**config.mk**
```make
export PLATFORM = sky130hd
export DESIGN_NAME = can_tx_stuffer_flat
export DESIGN_NICKNAME = d
export VERILOG_FILES = /design/src/rtl/can_tx_stuffer_if.sv /design/src/rtl/can_tx_stuffer.sv /design/src/flat_wrapper.sv
export SDC_FILE = /design/constraint.sdc
export NUM_CORES = 1
export LEC_CHECK = 0
export CAP_MARGIN = 10
export CORE_UTILIZATION = 27
export DETAILED_ROUTE_END_ITERATION = 10
export DONT_BUFFER_PORTS = 1
export GPL_TIMING_DRIVEN = 0
export HOLD_SLACK_MARGIN = 0.1
export SYNTH_ARGS = -nofsm -noshare
export SYNTH_HDL_FRONTEND = slang
export SYNTH_SLANG_ARGS = --single-unit
```
**constraint.sdc**
```tcl
create_clock -name clk -period 3.53 [get_ports clk]
set_input_delay 1.059 -clock clk [delete_from_list [all_inputs] [get_ports clk]]
set_output_delay 1.059 -clock clk [all_outputs]
set_load 0.05 [all_outputs]
```
**src/rtl/can_tx_stuffer_if.sv**
```systemverilog
// Bit handshake between the TX frame sequencer (master) and the bit stuffer (slave).
// One bit moves per nominal bit time when in_valid and in_ready are both high.
interface can_tx_stuffer_if;
  logic in_valid;
  logic in_bit;
  logic in_ready;

  modport master (output in_valid, output in_bit, input in_ready);
  modport slave  (input in_valid, input in_bit, output in_ready);
endinterface

```
**src/rtl/can_tx_stuffer.sv**
```systemverilog
// Transmit-side CAN bit stuffer: inserts a complementary bit after RUN_LIMIT equal bits
// while stuffing is enabled, stalling the sequencer for that bit time.
module can_tx_stuffer #(
  parameter int RUN_LIMIT = 5,
  parameter int CNT_W     = 8
) (
  input  logic               clk,
  input  logic               reset,
  input  logic               i_bit_tick,
  input  logic               i_frame_start,
  input  logic               i_en_stuff,
  can_tx_stuffer_if.slave    seq,
  output logic               o_tx_bit,
  output logic               o_stuff_bit,
  output logic               o_underrun,
  output logic [CNT_W-1:0]   o_stuff_count
);

  typedef enum logic [1:0] {ST_IDLE, ST_RUN, ST_STUFF} state_t;

  localparam logic [2:0] LP_RUN_LIMIT = 3'(RUN_LIMIT);

  state_t             r_state,       w_nxt_state;
  logic               r_last_bit,    w_nxt_last;
  logic [2:0]         r_run_len,     w_nxt_run;
  logic               r_stuff_pend,  w_nxt_pend;
  logic               r_tx_bit,      w_nxt_tx;
  logic               r_stuff_bit,   w_nxt_stuff;
  logic               r_underrun,    w_nxt_und;
  logic [CNT_W-1:0]   r_stuff_count, w_nxt_cnt;

  logic               w_pend;
  logic               w_last_cmp;
  logic [2:0]         w_run_cmp;
  logic [2:0]         w_run_new;

  // frame_start takes effect before a coincident bit_tick, so it masks a stale pending stuff.
  assign w_pend       = r_stuff_pend & ~i_frame_start;
  assign seq.in_ready = i_bit_tick & ~w_pend;

  // A bit accepted on the SOF tick counts the recessive idle level as part of its run.
  assign w_last_cmp = i_frame_start ? 1'b1 : r_last_bit;
  assign w_run_cmp  = i_frame_start ? 3'd1 : r_run_len;

  // NOTE: every signal driven here gets a default first so no path can infer a latch.
  always_comb begin
    w_nxt_state = i_frame_start ? ST_RUN : r_state;
    w_nxt_last  = i_frame_start ? 1'b1   : r_last_bit;
    w_nxt_run   = i_frame_start ? 3'd0   : r_run_len;
    w_nxt_cnt   = i_frame_start ? '0     : r_stuff_count;
    w_nxt_pend  = w_pend;
    w_nxt_tx    = r_tx_bit;
    w_nxt_stuff = r_stuff_bit;
    w_nxt_und   = 1'b0;
    w_run_new   = 3'd0;

    if (i_bit_tick) begin
      if (w_pend) begin
        // The pending stuff bit goes out even if en_stuff has already dropped.
        w_nxt_tx    = ~r_last_bit;
        w_nxt_stuff = 1'b1;
        w_nxt_last  = ~r_last_bit;
        w_nxt_run   = 3'd1;
        w_nxt_pend  = 1'b0;
        w_nxt_cnt   = (&r_stuff_count) ? r_stuff_count : r_stuff_count + CNT_W'(1);
        w_nxt_state = ST_RUN;
      end else if (seq.in_valid) begin
        w_nxt_tx    = seq.in_bit;
        w_nxt_stuff = 1'b0;
        w_nxt_last  = seq.in_bit;
        w_nxt_state = ST_RUN;
        if (i_en_stuff) begin
          w_run_new = (seq.in_bit == w_last_cmp) ? w_run_cmp + 3'd1 : 3'd1;
          w_nxt_run = w_run_new;
          if (w_run_new == LP_RUN_LIMIT) begin
            w_nxt_pend  = 1'b1;
            w_nxt_state = ST_STUFF;
          end
        end else begin
          w_nxt_run = 3'd0;
        end
      end else begin
        w_nxt_tx    = 1'b1;
        w_nxt_stuff = 1'b0;
        w_nxt_und   = 1'b1;
        w_nxt_run   = 3'd0;
        w_nxt_last  = 1'b1;
        w_nxt_state = ST_IDLE;
      end
    end
  end

  // NOTE: sequential state uses non-blocking assignments so all registers update together.
  always_ff @(posedge clk or posedge reset) begin
    if (reset) begin
      r_state       <= ST_IDLE;
      r_last_bit    <= 1'b1;
      r_run_len     <= 3'd0;
      r_stuff_pend  <= 1'b0;
      r_tx_bit      <= 1'b1;
      r_stuff_bit   <= 1'b0;
      r_underrun    <= 1'b0;
      r_stuff_count <= '0;
    end else begin
      r_state       <= w_nxt_state;
      r_last_bit    <= w_nxt_last;
      r_run_len     <= w_nxt_run;
      r_stuff_pend  <= w_nxt_pend;
      r_tx_bit      <= w_nxt_tx;
      r_stuff_bit   <= w_nxt_stuff;
      r_underrun    <= w_nxt_und;
      r_stuff_count <= w_nxt_cnt;
    end
  end

  assign o_tx_bit      = r_tx_bit;
  assign o_stuff_bit   = r_stuff_bit;
  assign o_underrun    = r_underrun;
  assign o_stuff_count = r_stuff_count;

endmodule

```
**src/flat_wrapper.sv**
```systemverilog
// flat-port wrapper written by rule: the top's interface ports become plain ports
module can_tx_stuffer_flat 
#(
  parameter int RUN_LIMIT = 5,
  parameter int CNT_W     = 8
)
  (clk, reset, i_bit_tick, i_frame_start, i_en_stuff, o_tx_bit, o_stuff_bit, o_underrun, o_stuff_count, seq_in_valid, seq_in_bit, seq_in_ready);
  can_tx_stuffer_if seq_i ();
  input  logic clk;
  input  logic reset;
  input  logic i_bit_tick;
  input  logic i_frame_start;
  input  logic i_en_stuff;
  output logic o_tx_bit;
  output logic o_stuff_bit;
  output logic o_underrun;
  output logic [CNT_W-1:0] o_stuff_count;
  input wire logic [$bits(seq_i.in_valid)-1:0] seq_in_valid;
  input wire logic [$bits(seq_i.in_bit)-1:0] seq_in_bit;
  output wire logic [$bits(seq_i.in_ready)-1:0] seq_in_ready;
  assign seq_i.in_valid = seq_in_valid;
  assign seq_i.in_bit = seq_in_bit;
  assign seq_in_ready = seq_i.in_ready;
  can_tx_stuffer #(.RUN_LIMIT(RUN_LIMIT), .CNT_W(CNT_W)) u_core (.clk(clk), .reset(reset), .i_bit_tick(i_bit_tick), .i_frame_start(i_frame_start), .i_en_stuff(i_en_stuff), .seq(seq_i), .o_tx_bit(o_tx_bit), .o_stuff_bit(o_stuff_bit), .o_underrun(o_underrun), .o_stuff_count(o_stuff_count));
endmodule
```
After elaboration in Yosys (flattened, before gate mapping)
Cells that the tools add are included.
- register bits: 16
- bits of input ports: 7
- output and inout bits: 12
- logic and storage cells: 43
- add/subtract/negate cells: 2
- equal/unequal tests: 3
- mux-type cells: 24
- bitwise gates (word level): 5
- reduce and logical (&&, ||, !) cells: 2
- operators by type and width (cell ; number):
    2-to-1 mux 8 bit ; 4
    2-to-1 mux 3 bit ; 7
    2-to-1 mux 1 bit ; 13
    adder 8 x 1 -> 8 bit, second input constant ; 1
    AND reduction 8 bit ; 1
    adder 3 x 1 -> 3 bit, second input constant ; 1
    equality test 3 bit, second input constant ; 1
    != test 3 bit, second input constant ; 1
    inverter 1 bit ; 3
    bitwise AND 1 bit ; 2
    nonzero test 2 bit ; 1
    equality test 1 bit ; 1

Logic depth before layout (Yosys ltp)
- depth after elaboration: 9
- gate-level depth with buffers: 7
- mapped depth without buffers: 5

Worst setup path after synthesis
Ideal clock, no wire load.
- kind: in2out
- start: input port i_frame_start
- end: output port seq_in_ready
- arrival: 1717 ps
- data required time: 2471 ps
- setup slack: 754 ps
- stages: 4
- path buffers: 1
- cell sequence: buf_4 -> nand2b_1 -> nand2_1 -> inv_1
- longest elaborated chain between the ends: 4
- RTL lines (what ; line ; text):
    from (decl) ; flat_wrapper.sv:12 ; input logic i_frame_start;
    inverter 1 bit ; can_tx_stuffer.sv:38 ; assign w_pend = r_stuff_pend & ~i_frame_start;
    bitwise AND 1 bit ; can_tx_stuffer.sv:38 ;
    inverter 1 bit ; can_tx_stuffer.sv:39 ; assign seq.in_ready = i_bit_tick & ~w_pend;
    bitwise AND 1 bit ; can_tx_stuffer.sv:39 ;
    to (decl) ; flat_wrapper.sv:20 ; output wire logic [$bits(seq_i.in_ready)-1:0] seq_in_ready;
Every way passes these cells.

Worst setup path in the final report
Ends and elaborated chain as after synthesis.

==> summary.txt <==
Global route
  – Pin count of the biggest net entering global routing: 17
  – Grt ovf: 0
  – M1 GR Usage: 0.158
  – M3 GR Usage: 0.00655
  – Global-route wire length before repair: 3.33 mm
  – Number of global-route vias before repair: 721
  – Peak-usage layer in the global routing report: met2
  – Initial antenna violation count: 0
  – Grt met2 use: 0.213
  – Tot GR Track Use: 0.129

Placement
  – DP Cell Count: 138
  – Final GP Congestion: 0.733
  – DP HPWL: 1.39 mm
  – Buffers on Ports: 0

Timing
  – Fin crit period: 2.85 ns
  – Setup Viol. Count Final: 0
  – Final hold vios: 0
  – RSZ-0062 raised after global routing: no
  – Final Cycle Share: 0.808
  – Slew Limit Fails: 0
  – Fin Setup TNS: 0 ns
  – Worst Skew: 0.0101 ns
  – Slew Limit Headroom: 0.572
  – Worst slew pin tran: 0.641 ns
  – Maximum clock frequency: 0.351 GHz

CTS
  – Root Buffer: clkbuf_4
  – Worst-path clk slew: 0.09 ns
  – Worst-Skew Late Latency: 0.30 ns
  – CTS tree: built
  – Hold-fix buffers, CTS: 0
  – CTS Sinks: 16
  – Cts bufs inserted: 3
  – Setup Fix Bufs, Post-CTS: 0
  – Clk buf depth: 2
  – Post-cts resize count: 0
  – CTS HTree Levels: 1

Worst setup path
  – Flop2flop setup slack: 1.59 ns
  – CP cell instances: buf_4, nand2b_1, nand2_1, inv_1
  – Critical path fanouts, max: 10
  – RR Startpoint: u_core.o_stuff_count[1]$_DFFE_PP0P_
  – Worst Path Arrival: 1.79 ns
  – Worst R2R End: u_core.o_stuff_count[4]$_DFFE_PP0P_
  – Worst Setup End Kind: output port
  – Slowest cell on the critical path: inv_1
  – Worst stage delay on the critical path: 0.34 ns
  – Setup crit start kind: primary input
  – Worst endpoint required time: 2.47 ns
  – WS Path Type: primary input to output port
  – Reg2reg path depth: 5

Layout
  – Share of cells above drive strength 1: 0.133
  – Post-Layout Cell Count: 142
  – Commonest non-fill, non-tap cell in the layout: dfrtp_1
  – Area Overhead vs Synth: 9.17%
  – Number of fill cells: 315
  – Nets@finish: 108
  – Most frequent cells in the layout: 14 x dfrtp_1, 11 x nor2_1
  – ANT cells: 0

Power and ir drop
  – Pwr dens: 346 nW/um^2
  – Pleak: 0.418 nW
  – VDD IR-drop max: 0.167 mV
  – Total Power: 335 uW

Synth
  – Cells after Synth: 94
  – Simple-gate share of the synthesized area: 0.262
  – Syn avg cell area: 9.44 um^2
  – Synth area leaders: dfrtp_1 39%, dfstp_2 5.9%, nor2_1 4.7%
  – Warnings, synthesis: 0
  – Adder and majority cell fraction of the synthesized area: 0.0282
  – Largest family of logic cells by synthesized area: simple AND/OR/NAND/NOR gates
  – Mapped cell area: 887 um^2
  – Cell taking the most area after synthesis: dfrtp_1
  – Mux share of post-synthesis cell area: 0.0113
  – #FFs+latches synth: 16
  – Post-synth cell types: 36
  – Yosys top cell area share: 0.395
  – Syn Nets: 103
  – Synth Area in XOR/XNOR: 0.0296
  – Compound-cell area share of the yosys netlist: 0.164
  – Sequential area share after synthesis: 0.454

Worst hold path
  – Worst min-delay path category: register to register
  – Worst hold path startpoint: u_core.r_run_len[2]$_DFFE_PP0P_
  – Worst Hold Depth: 1
  – Worst min-delay path endpoint: u_core.r_run_len[2]$_DFFE_PP0P_

Floorplan
  – Die H: 59.3 um
  – IO Count: 19
  – Die Area: 3520 um^2
  – Core Region: 3080 um^2
  – # rows: 20
  – Die Wd: 59.3 um
  – Initial Utilization: 0.288

Drt
  – Detail-routed via count per cell: 5.23
  – Final ANT Viol Nets: 0
  – Vias after detailed routing: 743
  – Drt initial violations: 30
  – Average wire per standard cell: 14.2 um
  – Detailed Route WL: 2.01 mm
  – Drt first pass iters: 5
  – DRC Markers: 0

Outcome
  – Status: completed

Run
  – Max cap viols: 0
==> cells in the mapped netlist, drive strengths merged <==
master and count:
a21o 2, clkbuf 1, o22ai 1, nand2b 2, or2 1, nand4 3, nand4b 1, nand2 5
dfrtp 14, nor2 11, or4 3, and2b 1, dfstp 2, a22o 3, o31ai 2, xnor2 2
ha 2, nand3b 1, a21oi 5, nor3 4, nor2b 3, o21ai 7, a211oi 2, nand3 4
and2 1, inv 5, or3 1, o211ai 1, buf 2, xor2 1, mux2i 1
==> per-layer routing <==
layer | vias to the layer above | share of wire | wire [um]
met3 | 6 | 0.038 | 76
met5 | - | 0 | 0
met1 | 359 | 0.43 | 863
met4 | 0 | 0.022 | 44
li1 | 347 | - | -
met2 | 31 | 0.51 | 1030
==> state kept, by name, indices dropped and copies added (netlist names) <==
signal / cells
u_core.o_stuff_count: 8
u_core.o_stuff_bit: 1
u_core.r_run_len: 3
u_core.r_last_bit: 1
u_core.o_tx_bit: 1
u_core.r_stuff_pend: 1
u_core.o_underrun: 1
==> report_power, final <==
group          switching, mW  internal [mW]
Sequential            0.0123          0.189
Clock                 0.0610         0.0440
Combinational         0.0183        0.00994
==> logic make-up after synthesis <==
family / Yosys count
xor+xnor: 3
buf+inv: 8
mux: 1
simple gates: 41
compound gates: 23
fa+ha+maj: 2
flops: 16
==> critical path: cells and delay by family <==
kind	cells	cell delay [ns]
and+or+nand+nor	2	0.24
buffers and inverters	2	0.48
==> through the flow <==
step,hold slack (ns),setup WS (ns),area (um^2),utilization
global route,0.513,0.642,968,0.315
finish,0.478,0.679,968,0.315
CTS,0.481,0.677,968,0.315
global placement,0.463,0.690,942,0.306
floorplan,0.442,0.754,887,-
detailed placement,0.460,0.689,942,0.306
==> area by class of cell <==
cell class	instances	area, um^2	share of cell area
Buffer	3	26.3	0.0271
Clock buffer	4	26.3	0.0271
Sequential cell	16	403	0.416
Multi-Input combinational cell	70	439	0.453
Inverter	5	18.8	0.0194
Tap cell	44	55.1	0.0568
==> worst max path at each step <==
stage / startpoint / to / slack, ns
after floorplan: i_frame_start / seq_in_ready / 0.75
after global placement: i_frame_start / seq_in_ready / 0.69
after detailed placement: i_frame_start / seq_in_ready / 0.69
after CTS: i_frame_start / seq_in_ready / 0.68
after global routing: i_frame_start / seq_in_ready / 0.64
final: i_frame_start / seq_in_ready / 0.68
(Power assumes the default switching activity.)
